<file path="src/rtl/imem_pkg.sv">
// Shared definitions for the loadable instruction memory: fault codes,
// controller state encoding and the MIPS NOP word.
package imem_pkg;

  typedef enum logic [1:0] {
    IMEM_OK         = 2'b00,
    IMEM_MISALIGNED = 2'b01,
    IMEM_RANGE      = 2'b10,
    IMEM_UNLOADED   = 2'b11
  } imem_fault_e;

  typedef enum logic [1:0] {
    IDLE = 2'b00,
    LOAD = 2'b01,
    DONE = 2'b10
  } imem_state_e;

  // sll $0,$0,0 encodes as all zeros.
  localparam logic [31:0] MIPS_NOP = 32'h0000_0000;

endpackage

</file>
<file path="src/rtl/imem_ram.sv">
// DEPTH x DATA_W register array: one synchronous write port and one
// combinational read port.
module imem_ram #(
  parameter int DATA_W = 32,
  parameter int DEPTH  = 64,
  localparam int AW    = $clog2(DEPTH)
) (
  input  logic              clk,
  input  logic              we,
  input  logic [AW-1:0]     waddr,
  input  logic [DATA_W-1:0] wdata,
  input  logic [AW-1:0]     raddr,
  output logic [DATA_W-1:0] rdata
);

  logic [DATA_W-1:0] mem [DEPTH];

  // NOTE: the array has no reset; validity is tracked by the load counter, so
  // clearing the contents would only cost a reset fan-out to every word.
  always_ff @(posedge clk) begin
    if (we) mem[waddr] <= wdata;
  end

  assign rdata = mem[raddr];

endmodule

</file>
<file path="src/rtl/imem_loadable.sv">
// Instruction memory with a one-cycle registered fetch port and a streaming
// program-load port that fills the array sequentially from word 0.
module imem_loadable
  import imem_pkg::*;
#(
  parameter int                 DATA_W    = 32,
  parameter int                 ADDR_W    = 32,
  parameter int                 DEPTH     = 64,
  parameter logic [ADDR_W-1:0]  BASE_ADDR = '0,
  parameter logic [DATA_W-1:0]  NOP_INSTR = DATA_W'(MIPS_NOP),
  localparam int                IW        = $clog2(DEPTH),
  localparam int                CW        = $clog2(DEPTH) + 1
) (
  input  logic              clk,
  input  logic              reset,
  input  logic              req_valid,
  input  logic [ADDR_W-1:0] req_addr,
  output logic              req_ready,
  output logic              resp_valid,
  output logic [DATA_W-1:0] resp_instr,
  output logic [1:0]        resp_fault,
  input  logic              load_start,
  input  logic              load_valid,
  input  logic [DATA_W-1:0] load_data,
  input  logic              load_last,
  output logic              load_done,
  output logic              busy,
  output logic [CW-1:0]     load_count
);

  imem_state_e       state_q, state_d;
  logic [CW-1:0]     load_count_q, load_count_d;
  logic              resp_valid_q, resp_valid_d;
  logic [DATA_W-1:0] resp_instr_q, resp_instr_d;
  imem_fault_e       resp_fault_q, resp_fault_d;

  logic              accept;
  logic              ram_we;
  logic [ADDR_W-1:0] offset;
  logic [ADDR_W-1:0] word_idx;
  logic [DATA_W-1:0] ram_rdata;
  imem_fault_e       fault;

  imem_ram #(
    .DATA_W (DATA_W),
    .DEPTH  (DEPTH)
  ) u_ram (
    .clk    (clk),
    .we     (ram_we),
    .waddr  (load_count_q[IW-1:0]),
    .wdata  (load_data),
    .raddr  (offset[IW+1:2]),
    .rdata  (ram_rdata)
  );

  // Range check uses the full-width index so far addresses never alias.
  always_comb begin
    offset   = req_addr - BASE_ADDR;
    word_idx = offset >> 2;
    if (req_addr[1:0] != 2'b00)                                 fault = IMEM_MISALIGNED;
    else if (req_addr < BASE_ADDR || word_idx >= ADDR_W'(DEPTH)) fault = IMEM_RANGE;
    else if (word_idx >= ADDR_W'(load_count_q))                  fault = IMEM_UNLOADED;
    else                                                         fault = IMEM_OK;
  end

  assign req_ready = (state_q == IDLE);
  assign accept    = req_valid && req_ready;
  assign ram_we    = (state_q == LOAD) && load_valid;

  // NOTE: every variable gets a default first so no path can infer a latch.
  always_comb begin
    state_d      = state_q;
    load_count_d = load_count_q;
    unique case (state_q)
      IDLE: if (load_start) begin
        state_d      = LOAD;
        load_count_d = '0;
      end
      LOAD: if (load_valid) begin
        load_count_d = load_count_q + 1'b1;
        if (load_last || load_count_q == CW'(DEPTH - 1)) state_d = DONE;
      end
      DONE:    state_d = IDLE;
      default: state_d = IDLE;
    endcase
  end

  // A fetch in the same cycle as load_start sees the pre-load count and contents.
  always_comb begin
    resp_valid_d = accept;
    resp_instr_d = resp_instr_q;
    resp_fault_d = resp_fault_q;
    if (accept) begin
      resp_fault_d = fault;
      resp_instr_d = (fault == IMEM_OK) ? ram_rdata : NOP_INSTR;
    end
  end

  // NOTE: sequential state uses non-blocking assignments only.
  always_ff @(posedge clk) begin
    if (reset) begin
      state_q      <= IDLE;
      load_count_q <= '0;
      resp_valid_q <= 1'b0;
      resp_instr_q <= '0;
      resp_fault_q <= IMEM_OK;
    end else begin
      state_q      <= state_d;
      load_count_q <= load_count_d;
      resp_valid_q <= resp_valid_d;
      resp_instr_q <= resp_instr_d;
      resp_fault_q <= resp_fault_d;
    end
  end

  assign resp_valid = resp_valid_q;
  assign resp_instr = resp_instr_q;
  assign resp_fault = resp_fault_q;
  assign load_count = load_count_q;
  assign load_done  = (state_q == DONE);
  assign busy       = (state_q == LOAD);

endmodule

</file>
<file path="config.mk">
export PLATFORM = sky130hd
export DESIGN_NAME = imem_loadable
export DESIGN_NICKNAME = d
export VERILOG_FILES = /design/src/rtl/imem_pkg.sv /design/src/rtl/imem_ram.sv /design/src/rtl/imem_loadable.sv
export SDC_FILE = /design/constraint.sdc
export NUM_CORES = 2
export LEC_CHECK = 0
export CORE_UTILIZATION = 60
export DETAILED_ROUTE_END_ITERATION = 7
export GPL_TIMING_DRIVEN = 1
export HOLD_SLACK_MARGIN = 0.06
export PLACE_DENSITY = 0.88
export SKIP_CTS_REPAIR_TIMING = 1
export SLEW_MARGIN = 20
export SYNTH_ARGS = -nofsm -noshare
export SYNTH_HDL_FRONTEND = slang
export SYNTH_SLANG_ARGS = --single-unit
</file>
<file path="constraint.sdc">
create_clock -name clk -period 3.75 [get_ports clk]
set_input_delay 0.375 -clock clk [delete_from_list [all_inputs] [get_ports clk]]
set_output_delay 0.375 -clock clk [all_outputs]
set_load 0.1 [all_outputs]
</file>
After elaboration in Yosys (flattened, before gate mapping)
Memory sizes are Yosys's and may differ from the RTL's.
Index checks and enable logic that the tools add are counted.
{ "word_totals": {"out_inout_bits": 45, "wordCells": 39, "inputBits": 70, "memories": 1, "reg_bits": 44, "mem_bits_rw": 2048} }
{ "mem_list": {"columns": ["name", "words", "word_bits", "read_ports", "rd_clocked_by_memory_dff", "wr", "line", "rtl"], "rows": [
  ["u_ram.mem", 64, 32, 1, 0, 1, "imem_ram.sv:16", "logic [DATA_W-1:0] mem [DEPTH];"]
]} }
{ "op_classes": {"muxes": 13, "magnitude_cmp": 3, "addsub": 1, "n_eq_ne": 6, "n_reduce_logical": 10} }
{ "op_table": {"columns": ["cell", "n"], "rows": [
  ["$lt 32x1->1 const B", 1],
  ["$mux 32", 1],
  ["$ge 30x7->1", 1],
  ["$ge 30x7->1 const B", 1],
  ["$mux 7", 2],
  ["$pmux 7 s2", 1],
  ["$mux 2", 6],
  ["$add 7x1->7 const B", 1],
  ["$eq 7x6->1 const B", 1],
  ["$reduce_and 3->1", 2],
  ["$logic_not 2->1", 2],
  ["$ne 2x1->1 const B", 2],
  ["$pmux 2 s2", 1],
  ["$reduce_bool 2->1", 2],
  ["$eq 2x1->1 const B", 1],
  ["$eq 2x2->1 const B", 1],
  ["$logic_and 1x1->1", 2],
  ["$logic_or 1x1->1", 2],
  ["$mux 1", 2],
  ["$ne 2x2->1 const B", 1]
]} }

Logic depth before layout (Yosys ltp)
{ "logic_depth": {"word_depth": 6, "ltp_mapped": 14, "ltp_nobuf": 8} }

Modules after synthesis
From an unflattened synthesis, not the netlist that was laid out.
{ "hier_totals": {"hier_cells": 3458, "area_unflattened_um2": 79665.2} }
{ "modules_own_cells": {"columns": ["module", "instances", "cells_each", "area_each_um2", "seq_area_each_um2"], "rows": [
  ["imem_ram", 1, 3292, 77874.7, 61499.0],
  ["imem_loadable", 1, 166, 1790.5, 880.8]
]} }

Least setup slack after synthesis
Ideal clock, no wire load.
{ "synth_timing": {"path_type": "flip-flop to flip-flop", "start": "register state_q[0]", "end": "memory u_ram.mem[22][0], enable pin", "period_less_slack_ps": 4474, "setup_time_ps": 421, "setup_slack_ps": -724, "path_buffers": 0, "arrival_ps": 4053, "t_required_ps": 3329, "path_stages_with_launch": 6, "path_cell_list": "dfxtp_1 nor2b_1 nand2_1 nor2_1 nand3_1 nor2_1"} }
{ "synth_between": {"elab_chain_len": 4} }
{ "synth_lines": {"columns": ["element", "line", "rtl"], "rows": [
  ["start, declared", "imem_loadable.sv:31", "imem_state_e state_q, state_d;"],
  ["start signal, assigned", "imem_loadable.sv:108", "state_q <= state_d;"],
  ["$eq 2x1->1", null, null],
  ["net busy", "imem_loadable.sv:27", "output logic busy,"],
  ["$logic_and 1x1->1", "imem_loadable.sv:68", "assign ram_we = (state_q == LOAD) && load_valid;"],
  ["$mux 1", "imem_ram.sv:21", "if (we) mem[waddr] <= wdata;"],
  ["$mux 1 (implied by the code)", "imem_ram.sv:21", null],
  ["end, declared", "imem_ram.sv:16", null]
]} }
The timed path passes the listed nets, and every way through them passes these cells.

Final worst setup path
{ "layout_timing": {"start": "register state_q[0]", "end": "output busy"} }
{ "layout_between": {"elab_chain_len": 1} }
{ "layout_lines": {"columns": ["element", "line", "rtl"], "rows": [
  ["$eq 2x1->1", "imem_loadable.sv:121", "assign busy = (state_q == LOAD);"],
  ["end, declared", "imem_loadable.sv:27", null]
]} }
Every way passes these cells.

==> results.md <==
* NumNets Final at 4,236
* Status: complete, but fails checks
* Setup_tns at 0 ps
* Area delta synth->final at 13.2%
* Post-DR wirelength/cell at 38.0 um
* Clock tree root buffer cell: clkbuf_16
* Worst Path Arrival at 2710 ps
* Final GP Congestion at 0.929
* GR Util All Layers at 34.0%
* # rows at 133
* Unique cell type count in the Yosys netlist at 55
* Min cycle time layout at 3080 ps
* Area after DPL at 85,000 um2
* R2R Setup Slk at 670 ps
* Skew-Pair Late Insertion Delay at 860 ps
* Post-route DRC at 132
* Crit Path Category: reg2out
* Register area share after synthesis at 77.7%
* Initial antenna violation count at 16
* Fillers at 7,296
* Yosys Warn Count at 0
* Final Hold Fails at 0
* FF-to-FF End: u_ram.mem[1][24]$_DFFE_PP_
* Overall Power at 0.0468 W
* Clock buffer depth at 3
* Cell area after layout at 90,900 um2
* DR iter-0 viols at 8,277
* P per Cell Area at 515 nW/um2
* Via Count at 45,303
* Drt pass-1 iters at 8
* Post-synth EDFFs at 2,048
* Crit path max-delay cell type: clkdlybuf4s50_1
* Async set-or-reset flop fraction in the synthesized netlist at 0%
* First-pass GRT wire length at 322,000 um
* Routed WL at 231,000 um
* Number of buffers created by CTS at 190
* CP cell instances: nor2b_2 > clkdlybuf4s50_1
* Die area at 135,000 um2
* Worst r2r src: state_q[0]$_SDFFE_PP0P_
* # setup viols final at 0
* Reg area at 62,400 um2
* Setup Skew at 42.3 ps
* Clock Sinks at 2,092
* Worst-path clk slew at 60 ps
* Synth Area per Inst at 20.7 um2
* Worst IR Drop VDD at 555 uV
* Routed Antenna Nets at 0
* Worst endpoint required time at 3380 ps
* Max Fclk at 0.324 GHz
* Worst min path class: in2reg
* Slew headroom at 20.7%
* Fin cells at 6,078
* Lkg Pwr at 29.2 nW
* WP buf/inv at 1
* Largest net degree at the start of global routing at 79
* Area of the core at 132,000 um2
* Max Cap Viol at 0
* Final Util at 68.8%
* Worst slew pin tran at 1180 ps
* I/O pin count at 115
* Vias in the first global route at 44,837
* Die Wd at 368 um
* Commonest non-fill, non-tap cell in the layout: edfxtp_1
* RSZ-0062 raised after global routing: false
* Slowest Stage Delay on Critical Path at 1190 ps
* Grt total ovfl at 0
* Hpwl dp at 124,000 um
* Post-Syn Area at 80,300 um2
* CTS tree: yes
* Worst reg-to-reg path cell count at 5
* Fin. max-slew vios at 0
* Die Span Y at 368 um
* Worst-path fanout max at 6
* Layout cells sized above 1 at 21.8%
* Placed cells at 5,721
* CP Launch Point: state_q[0]$_SDFFE_PP0P_
* Delay-heaviest family, CP: buffers and inverters
* Most frequent cells in the layout: edfxtp_1 (2,048), mux2i_1 (378), mux4_2 (341), a22oi_1 (231), clkbuf_16 (192)
* Violated checks: design-rule violations
* Fin crit share at 82.2%
* Post-synth net total at 3,950
* Yosys reg bits at 2,092
* H-tree levels at 4
* Number of cells on the critical path at 2
* Gate count of the mapped netlist at 3,872
* Multi-input gate area at 17,200 um2
* Vias per inst at 7.45
* Crit. End Element: output pin
* Post-synth top flop: edfxtp_1
* Startpoint types: register
* Number of I/O port buffers at 114
* Starting Density at 60.8%
* Setup crit end: busy
## layer usage
| layer | part of all wire, % | global-route usage (%) | routed length (um) |
|---|---|---|---|
| met1 | 31 | 42.1 | 71400 |
| met2 | 47 | 53.5 | 109000 |
| met3 | 15 | 9.87 | 33700 |
| met4 | 7.2 | 20.7 | 16500 |
| met5 | 0.068 | 0 | 158 |
## sequential cells by signal, summed over array words and instances, names as in the netlist
signal	count
state_q	2
resp_fault	2
resp_instr	32
u_ram.mem	2048
load_count	7
resp_valid	1
## logic make-up (layout without fill, tap and decap cells)
logic type / count (synthesis) / in the layout / share of synthesized area [%]
muxes: 724 / 724 / 14.3
AOI/OAI and AO/OA: 378 / 378 / 3.57
and+or+nand+nor: 438 / 438 / 2.62
other: 0 / 4 / 0
xor gates and xnor gates: 5 / 5 / 0.0545
buffers and inverters: 227 / 674 / 1.58
adders and majority gates: 8 / 8 / 0.125
DFF: 2092 / 2092 / 77.7
## area by class of cell
class | instances | share of cell area (%)
Clock inverter | 107 | 0.919
Clock buffer | 246 | 5.55
Timing Repair Buffer | 310 | 3.53
Inverter | 11 | 0.0454
Tap cell | 1755 | 2.42
Sequential cell | 2092 | 68.6
Multi-Input combinational cell | 1553 | 18.9
Antenna cell | 4 | 0.0110
## worst min path at each step
stage,startpoint,end,slack [ps],cells past startpoint
global placement,resp_fault[1]$_SDFFE_PP0P_,resp_fault[1]$_SDFFE_PP0P_,440,2
CTS,load_data[25],u_ram.mem[39][25]$_DFFE_PP_,40,1
finish,load_data[25],u_ram.mem[15][25]$_DFFE_PP_,70,1
detailed placement,resp_fault[1]$_SDFFE_PP0P_,resp_fault[1]$_SDFFE_PP0P_,450,2
floorplan,load_data[0],u_ram.mem[0][0]$_DFFE_PP_,470,0
global route,load_data[25],u_ram.mem[14][25]$_DFFE_PP_,80,1
## synthesized netlist by cell type (all sizes together) (2+ instances only)
library cell	instances	area share [%]
inv	11	0.051
o21ai	16	0.10
a221oi	9	0.098
mux4	341	9.6
clkbuf	63	0.29
mux2	5	0.070
a22o	6	0.065
and2	4	0.031
nand4	49	0.38
nand3	119	0.74
o211a	2	0.025
dfxtp	44	1.1
nor4	6	0.047
a211oi	6	0.056
or2	2	0.016
a21o	4	0.037
buf	153	1.2
nand2b	5	0.039
nand2	93	0.43
a41oi	3	0.033
nor2b	22	0.17
nor2	103	0.48
o22a	2	0.022
a21oi	28	0.17
a22oi	244	2.4
a31oi	7	0.055
xnor2	5	0.055
o22ai	8	0.062
o2111ai	4	0.044
a221o	17	0.21
nor3	9	0.056
a311oi	2	0.022
mux2i	378	4.7
and3	21	0.16
ha	8	0.12
o32ai	2	0.022
o211ai	10	0.094
edfxtp	2048	77
a32oi	4	0.044
## metrics by stage
| stage | hold slack, ps | setup slack [ps] |
|---|---|---|
| global route | 75.2 | 565 |
| detailed placement | 452 | 309 |
| global placement | 445 | 357 |
| CTS | 40.8 | 630 |
| floorplan | 474 | 4.15 |
| finish | 74.6 | 668 |
## report_power, final
part	leakage [nW]	internal (W)	switching, W
combinational	7.58	0.000768	0.00159
sequential	18.8	0.0257	0.00000844
clock	2.88	0.0101	0.00865
total	29.2	0.0366	0.0103
Power figures use the tool's default switching activity.
